[config.mk]
export PLATFORM = sky130hd
export DESIGN_NAME = bus_uart_tx
export DESIGN_NICKNAME = d
export VERILOG_FILES = /design/src/rtl/bus_uart_tx.sv
export SDC_FILE = /design/constraint.sdc
export NUM_CORES = 1
export LEC_CHECK = 0
export ABC_AREA = 1
export CAP_MARGIN = 20
export CORE_MARGIN = 5
export CORE_UTILIZATION = 50
export CTS_BUF_LIST = sky130_fd_sc_hd__clkbuf_16
export CTS_CLUSTER_DIAMETER = 120
export DETAILED_ROUTE_END_ITERATION = 16
export GPL_TIMING_DRIVEN = 0
export PLACE_DENSITY_LB_ADDON = 0.15
export SKIP_CTS_REPAIR_TIMING = 1
export SLEW_MARGIN = 0
export SYNTH_ARGS = -nofsm -noshare
export SYNTH_HDL_FRONTEND = slang
export SYNTH_SLANG_ARGS = --single-unit
[constraint.sdc]
create_clock -name clk -period 3.8 [get_ports clk]
set_clock_uncertainty 0.1 [all_clocks]
set_input_delay 0.38 -clock clk [delete_from_list [all_inputs] [get_ports clk]]
set_output_delay 0.38 -clock clk [all_outputs]
set_load 0.03 [all_outputs]
[src/rtl/bus_uart_tx.sv]
// Memory-mapped 8N1 UART transmitter with a TX FIFO, exposed as a 16-byte register window.
// Registers: TXDATA(+0), STATUS(+4), BAUD_DIV(+8), CTRL(+C); reads return one cycle after mem_read.
module bus_uart_tx #(
  parameter int               WIDTH       = 32,
  parameter logic [WIDTH-1:0] BASE_ADDR   = 32'h1000_0000,
  parameter int               FIFO_DEPTH  = 8,
  parameter logic [15:0]      DEFAULT_DIV = 16'd434
) (
  input  logic             clk,
  input  logic             reset,
  input  logic             mem_read,
  input  logic             mem_write,
  input  logic [WIDTH-1:0] addr_in,
  input  logic [WIDTH-1:0] data_in,
  input  logic [3:0]       byteen,
  output logic [WIDTH-1:0] mem_data_out,
  output logic             hit,
  output logic             tx,
  output logic             irq_empty
);
  localparam int AW = $clog2(FIFO_DEPTH);
  localparam logic [AW:0] DEPTH_C = (AW+1)'(FIFO_DEPTH);

  localparam logic [1:0] S_IDLE  = 2'd0;
  localparam logic [1:0] S_START = 2'd1;
  localparam logic [1:0] S_DATA  = 2'd2;
  localparam logic [1:0] S_STOP  = 2'd3;

  logic [7:0]    fifo_q [FIFO_DEPTH];
  logic [AW-1:0] wr_ptr_q, rd_ptr_q;
  logic [AW:0]   cnt_q;
  logic [15:0]   baud_q;
  logic          en_q, ie_q, ovr_q;
  logic [1:0]    state_q, state_d;
  logic [15:0]   tmr_q, tmr_d, per_q, per_d, per_new;
  logic [2:0]    bit_q, bit_d;
  logic [7:0]    shf_q, shf_d;
  logic          tx_q, tx_d;
  logic [WIDTH-1:0] rdata_q, rdata;
  logic          hit_q;

  logic       sel, wr_en, push_req, push, pop, full, empty, busy;
  logic [1:0] off;
  logic       unused_ok;

  assign sel      = (addr_in[WIDTH-1:4] == BASE_ADDR[WIDTH-1:4]);
  assign off      = addr_in[3:2];
  assign wr_en    = mem_write & sel;
  assign full     = (cnt_q == DEPTH_C);
  assign empty    = (cnt_q == '0);
  assign busy     = (state_q != S_IDLE);
  assign push_req = wr_en & (off == 2'd0) & byteen[0];
  // Full is judged on the pre-edge count, so a same-cycle pop cannot make room.
  assign push     = push_req & ~full;
  assign per_new  = (baud_q == 16'd0) ? 16'd1 : baud_q;
  assign unused_ok = ^{addr_in[1:0], data_in[WIDTH-1:16], byteen[3:2]};

  always_comb begin
    state_d = state_q;
    tmr_d   = tmr_q;
    bit_d   = bit_q;
    shf_d   = shf_q;
    per_d   = per_q;
    pop     = 1'b0;
    case (state_q)
      S_IDLE: if (en_q && !empty) begin
        pop     = 1'b1;
        state_d = S_START;
        shf_d   = fifo_q[rd_ptr_q];
        per_d   = per_new;
        tmr_d   = per_new - 16'd1;
      end
      S_START: if (tmr_q == 16'd0) begin
        state_d = S_DATA;
        tmr_d   = per_q - 16'd1;
        bit_d   = 3'd0;
      end else tmr_d = tmr_q - 16'd1;
      S_DATA: if (tmr_q == 16'd0) begin
        tmr_d = per_q - 16'd1;
        if (bit_q == 3'd7) state_d = S_STOP;
        else begin
          bit_d = bit_q + 3'd1;
          shf_d = shf_q >> 1;
        end
      end else tmr_d = tmr_q - 16'd1;
      default: if (tmr_q == 16'd0) state_d = S_IDLE;
               else tmr_d = tmr_q - 16'd1;
    endcase
    // Line level follows the next state so tx comes straight off a flop.
    tx_d = (state_d == S_START) ? 1'b0 : (state_d == S_DATA) ? shf_d[0] : 1'b1;
  end

  always_comb begin
    rdata = '0;
    case (off)
      2'd1: begin
        rdata[0]    = full;
        rdata[1]    = empty;
        rdata[2]    = busy;
        rdata[3]    = ovr_q;
        rdata[15:8] = 8'(cnt_q);
      end
      2'd2:    rdata[15:0] = baud_q;
      2'd3:    rdata[1:0]  = {ie_q, en_q};
      default: rdata = '0;
    endcase
  end

  always_ff @(posedge clk) begin
    if (push) fifo_q[wr_ptr_q] <= data_in[7:0];
  end

  always_ff @(posedge clk or posedge reset) begin
    if (reset) begin
      wr_ptr_q <= '0;
      rd_ptr_q <= '0;
      cnt_q    <= '0;
      baud_q   <= DEFAULT_DIV;
      en_q     <= 1'b1;
      ie_q     <= 1'b0;
      ovr_q    <= 1'b0;
      state_q  <= S_IDLE;
      tmr_q    <= '0;
      per_q    <= 16'd1;
      bit_q    <= '0;
      shf_q    <= '0;
      tx_q     <= 1'b1;
      rdata_q  <= '0;
      hit_q    <= 1'b0;
    end else begin
      state_q <= state_d;
      tmr_q   <= tmr_d;
      per_q   <= per_d;
      bit_q   <= bit_d;
      shf_q   <= shf_d;
      tx_q    <= tx_d;
      if (push) wr_ptr_q <= wr_ptr_q + 1'b1;
      if (pop)  rd_ptr_q <= rd_ptr_q + 1'b1;
      case ({push, pop})
        2'b10:   cnt_q <= cnt_q + 1'b1;
        2'b01:   cnt_q <= cnt_q - 1'b1;
        default: cnt_q <= cnt_q;
      endcase
      if (push_req && full) ovr_q <= 1'b1;
      else if (wr_en && off == 2'd1 && byteen[0] && data_in[3]) ovr_q <= 1'b0;
      if (wr_en && off == 2'd2) begin
        if (byteen[0]) baud_q[7:0]  <= data_in[7:0];
        if (byteen[1]) baud_q[15:8] <= data_in[15:8];
      end
      if (wr_en && off == 2'd3 && byteen[0]) begin
        en_q <= data_in[0];
        ie_q <= data_in[1];
      end
      if (mem_read) rdata_q <= sel ? rdata : '0;
      hit_q <= mem_read & sel;
    end
  end

  assign mem_data_out = rdata_q;
  assign hit          = hit_q;
  assign tx           = tx_q;
  assign irq_empty    = ie_q & empty & ~busy;
endmodule
==> flow_results.xml <==
<?xml version="1.0" encoding="UTF-8"?>
<metrics>
  <group name="critical_path">
    <metric name="worstPathArrival" unit="ps">3310</metric>
    <metric name="cp_data_required_time" unit="ps">4050</metric>
    <metric name="path_class" unit="">reg2reg</metric>
    <metric name="crit_path_cell_chain" unit="">inv_1, ha_1, inv_2, nor2_4, clkbuf_1, ha_1, xor2_1, nand3_1, nand2_1, a21oi_1, o21ai_0, xor2_1</metric>
    <metric name="worst-path-buf-inv" unit="">3</metric>
    <metric name="cp_max_fo" unit="">11</metric>
    <metric name="critical_path_slowest_stage_cell" unit="">sky130_fd_sc_hd__dfrtp_1</metric>
    <metric name="crit_family" unit="">buffers and inverters</metric>
    <metric name="timing.critical_path.slowest_cell_delay" unit="ps">440</metric>
    <metric name="worstSetupEndpointType" unit="">flop</metric>
    <metric name="setup.worst_path.start_class" unit="">flop</metric>
  </group>
  <group name="global_routing">
    <metric name="grt_first_pass_wirelength" unit="um">35000</metric>
    <metric name="grt_start_max_net_pins" unit="">67</metric>
    <metric name="grt_residual_overflow" unit="">0</metric>
    <metric name="grt_pass1_vias" unit="">7094</metric>
    <metric name="groute.usage.overall" unit="%">22.0</metric>
    <metric name="grt_antenna_before_repair" unit="">0</metric>
  </group>
  <group name="routing">
    <metric name="drt_first_pass_iters" unit="">5</metric>
    <metric name="route.vias.total" unit="">7185</metric>
    <metric name="detail-route-antenna-nets" unit="">0</metric>
    <metric name="routed-wl-met3" unit="um">1270</metric>
    <metric name="detail_route.iter0.violations" unit="">542</metric>
    <metric name="detail_route.wirelength" unit="um">21200</metric>
    <metric name="wl_met1" unit="um">9770</metric>
    <metric name="route.detailed.drc" unit="">0</metric>
    <metric name="top_signal_layer_used" unit="">met4</metric>
    <metric name="route.met2.wl" unit="um">9940</metric>
    <metric name="viasPerCell" unit="">5.23</metric>
    <metric name="wl_per_cell" unit="um">15.5</metric>
  </group>
  <group name="logic_synthesis">
    <metric name="synth_xor_area_share" unit="%">2.16</metric>
    <metric name="synth_simple_gate_area_share" unit="%">25.7</metric>
    <metric name="synth_seq_cells" unit="">156</metric>
    <metric name="synth.top_cell.area_share" unit="%">24.6</metric>
    <metric name="synth-compound-area-share" unit="%">11.2</metric>
    <metric name="synth_async_sr_flop_share" unit="%">59.0</metric>
    <metric name="netlist_top_cells_area" unit="">sky130_fd_sc_hd__dfrtp_1 (25%), sky130_fd_sc_hd__edfxtp_1 (23%), sky130_fd_sc_hd__nand2_1 (10%)</metric>
    <metric name="combinational_family_with_the_most_area_after_synthesis" unit="">simple AND/OR/NAND/NOR gates</metric>
    <metric name="post_synth_inst_count" unit="">1035</metric>
    <metric name="yosys.area_share.adder" unit="%">2.79</metric>
    <metric name="synth_mux_area_share" unit="%">0.117</metric>
    <metric name="synth_enable_flop_cells" unit="">64</metric>
    <metric name="cell_area_after_synthesis" unit="mm^2">0.00853</metric>
    <metric name="postSynthAreaPerCell" unit="um^2">8.25</metric>
    <metric name="yosys.cell_types.count" unit="">47</metric>
    <metric name="synth_top_cell_by_area" unit="">sky130_fd_sc_hd__dfrtp_1</metric>
    <metric name="yosys_most_used_dff" unit="">sky130_fd_sc_hd__dfrtp_1</metric>
    <metric name="yosysWarnings" unit="">0</metric>
    <metric name="ys_seq_area_share" unit="%">49.6</metric>
  </group>
  <group name="final_layout">
    <metric name="final_cell_mix" unit="">sky130_fd_sc_hd__nand2_1 (234), sky130_fd_sc_hd__nor2_1 (142), sky130_fd_sc_hd__inv_1 (106)</metric>
    <metric name="syn_to_final_growth" unit="%">19.5</metric>
    <metric name="antenna_cells" unit="">0</metric>
    <metric name="area_of_all_placed_cells_without_fillers" unit="mm^2">0.0102</metric>
    <metric name="drive_gt1_share" unit="%">9.63</metric>
    <metric name="final_common_cell" unit="">sky130_fd_sc_hd__nand2_1</metric>
    <metric name="final_nets" unit="">1231</metric>
  </group>
  <group name="timing">
    <metric name="worst_hold_slack" unit="ps">191</metric>
    <metric name="timing_hold_violations_final" unit="">0</metric>
    <metric name="rsz0062_at_grt" unit="">no</metric>
    <metric name="finalCriticalPeriod" unit="ps">3070</metric>
    <metric name="finalSetupTns" unit="ps">0</metric>
    <metric name="post-route-period-util" unit="%">80.7</metric>
    <metric name="tightest_slew" unit="ps">827</metric>
    <metric name="timing.fmax" unit="MHz">326</metric>
    <metric name="endpoints_failing_setup" unit="">0</metric>
    <metric name="report.final.slew_viol_count" unit="">0</metric>
    <metric name="relSlewSlack" unit="%">44.7</metric>
  </group>
  <group name="place">
    <metric name="place_congestion" unit="">0.900</metric>
    <metric name="place_area" unit="mm^2">0.00960</metric>
    <metric name="place.detailed.hpwl" unit="um">15600</metric>
    <metric name="buffer_ports.inserted" unit="">70</metric>
  </group>
  <group name="die">
    <metric name="io_pins" unit="">107</metric>
    <metric name="die_height" unit="um">141</metric>
    <metric name="starting_density" unit="%">51.3</metric>
    <metric name="placeableCoreArea" unit="mm^2">0.0166</metric>
    <metric name="die_area" unit="mm^2">0.0198</metric>
    <metric name="die_width" unit="um">141</metric>
    <metric name="rows" unit="">47</metric>
  </group>
  <group name="power_and_ir_drop">
    <metric name="peakVddDrop" unit="mV">0.310</metric>
    <metric name="static_leak" unit="nW">4.68</metric>
    <metric name="total_power" unit="W">0.00366</metric>
    <metric name="powerDensity" unit="mW/mm^2">359</metric>
  </group>
  <group name="clock_tree">
    <metric name="ctsLongestPathBuffers" unit="">2</metric>
    <metric name="clock_latency" unit="ps">430</metric>
    <metric name="clkTransAtPathRegs" unit="ps">70</metric>
    <metric name="clock-root-buffer" unit="">sky130_fd_sc_hd__clkbuf_16</metric>
    <metric name="cts-htree-levels" unit="">4</metric>
    <metric name="tritoncts" unit="">done</metric>
    <metric name="sinks_on_clock_net" unit="">156</metric>
    <metric name="cts_buffers" unit="">17</metric>
  </group>
  <group name="flow_run">
    <metric name="cap_viol_max_count" unit="">0</metric>
  </group>
  <group name="status">
    <metric name="run_status" unit="">finished, final reports clean</metric>
  </group>
  <group name="hold_path">
    <metric name="timing.hold.worst.class" unit="">in2async</metric>
  </group>
</metrics>
## sequential cells by signal, summed over array words and instances, names as in the netlist, 2 cells and up
name          flops
cnt_q             4
baud_q           16
tmr_q            16
bit_q             3
mem_data_out     16
rd_ptr_q          3
state_q           2
shf_q             8
fifo_q           64
per_q            16
wr_ptr_q          3
## kinds of logic (layout without fill, tap and decap cells)
group	after synthesis	count (layout)
other	1	16
flip-flops	156	156
multiplexers	1	1
XOR/XNOR	21	21
adder cells (fa/ha/maj)	19	19
buffers and inverters	159	262
AND/OR/NAND/NOR	510	510
AO/OA/AOI/OAI	168	168
## where the power goes
group	internal, W	switching (W)	total (W)
logic	0.0000867	0.000121	0.000208
clock network	0.000887	0.000808	0.00170
registers	0.00176	0.00000125	0.00176
total	0.00273	0.000931	0.00366
## synth_stat cells (2+ instances only)
cell type / number
sky130_fd_sc_hd__ha_1: 19
sky130_fd_sc_hd__buf_6: 3
sky130_fd_sc_hd__nand4_1: 13
sky130_fd_sc_hd__nand2_4: 2
sky130_fd_sc_hd__o21ai_0: 100
sky130_fd_sc_hd__a21oi_2: 5
sky130_fd_sc_hd__or2_2: 2
sky130_fd_sc_hd__edfxtp_1: 64
sky130_fd_sc_hd__nor2_1: 142
sky130_fd_sc_hd__nand2_1: 234
sky130_fd_sc_hd__nand3_1: 92
sky130_fd_sc_hd__dfstp_2: 8
sky130_fd_sc_hd__inv_2: 3
sky130_fd_sc_hd__xor2_1: 17
sky130_fd_sc_hd__nand3_2: 4
sky130_fd_sc_hd__nor2_2: 4
sky130_fd_sc_hd__dfrtp_1: 84
sky130_fd_sc_hd__inv_1: 106
sky130_fd_sc_hd__clkbuf_1: 16
sky130_fd_sc_hd__a21oi_1: 14
sky130_fd_sc_hd__a31oi_1: 2
sky130_fd_sc_hd__o31ai_1: 2
sky130_fd_sc_hd__nand2_2: 7
sky130_fd_sc_hd__xnor2_1: 4
sky130_fd_sc_hd__nor3_1: 2
sky130_fd_sc_hd__o21ai_2: 3
sky130_fd_sc_hd__o221ai_1: 12
sky130_fd_sc_hd__nor2_4: 4
sky130_fd_sc_hd__o211ai_1: 6
sky130_fd_sc_hd__o21bai_1: 2
sky130_fd_sc_hd__buf_2: 8
sky130_fd_sc_hd__o22ai_1: 8
sky130_fd_sc_hd__buf_4: 18
sky130_fd_sc_hd__o21ai_1: 12
## per-layer routing
metal  vias up  GRT usage [%]
met1      3331           29.9
met4         0           5.35
met3        23           4.94
li1       3602              -
met5         -              0
met2       229           36.0
## worst paths after layout
path                                  from  depth (start not counted)        end  slack [ps]
worst max-delay path            state_q[0]                         12   cnt_q[3]         730
worst min-delay path                 reset                          2   bit_q[2]         190
worst max register to register  state_q[0]                         12   cnt_q[3]         730
worst min register to register    shf_q[4]                          2   shf_q[4]         380
max in group asynchronous            reset                          3  baud_q[7]        2700
min in group clk                data_in[8]                          3  baud_q[8]         370
## cell type report
type	count	area [um^2]
Timing Repair Buffer	71	728
Sequential cell	156	4230
Tap cell	220	275
Clock buffer	17	425
Inverter	111	422
Fill cell	1480	6440
Multi-Input combinational cell	735	3640
Clock inverter	15	175
Buffer	48	297
## through the flow
stage | util [%] | setup WS [ps] | instances
2_1_floorplan | - | 941 | 1050
3_3_place_gp | 57.5 | -704 | 1340
3_5_place_dp | 57.7 | 577 | 1341
4_1_cts | 61.3 | 795 | 1373
5_1_grt | 61.3 | 465 | 1373
6_report | 61.3 | 734 | 1373
No activity file was read; power rests on OpenSTA's default activity.
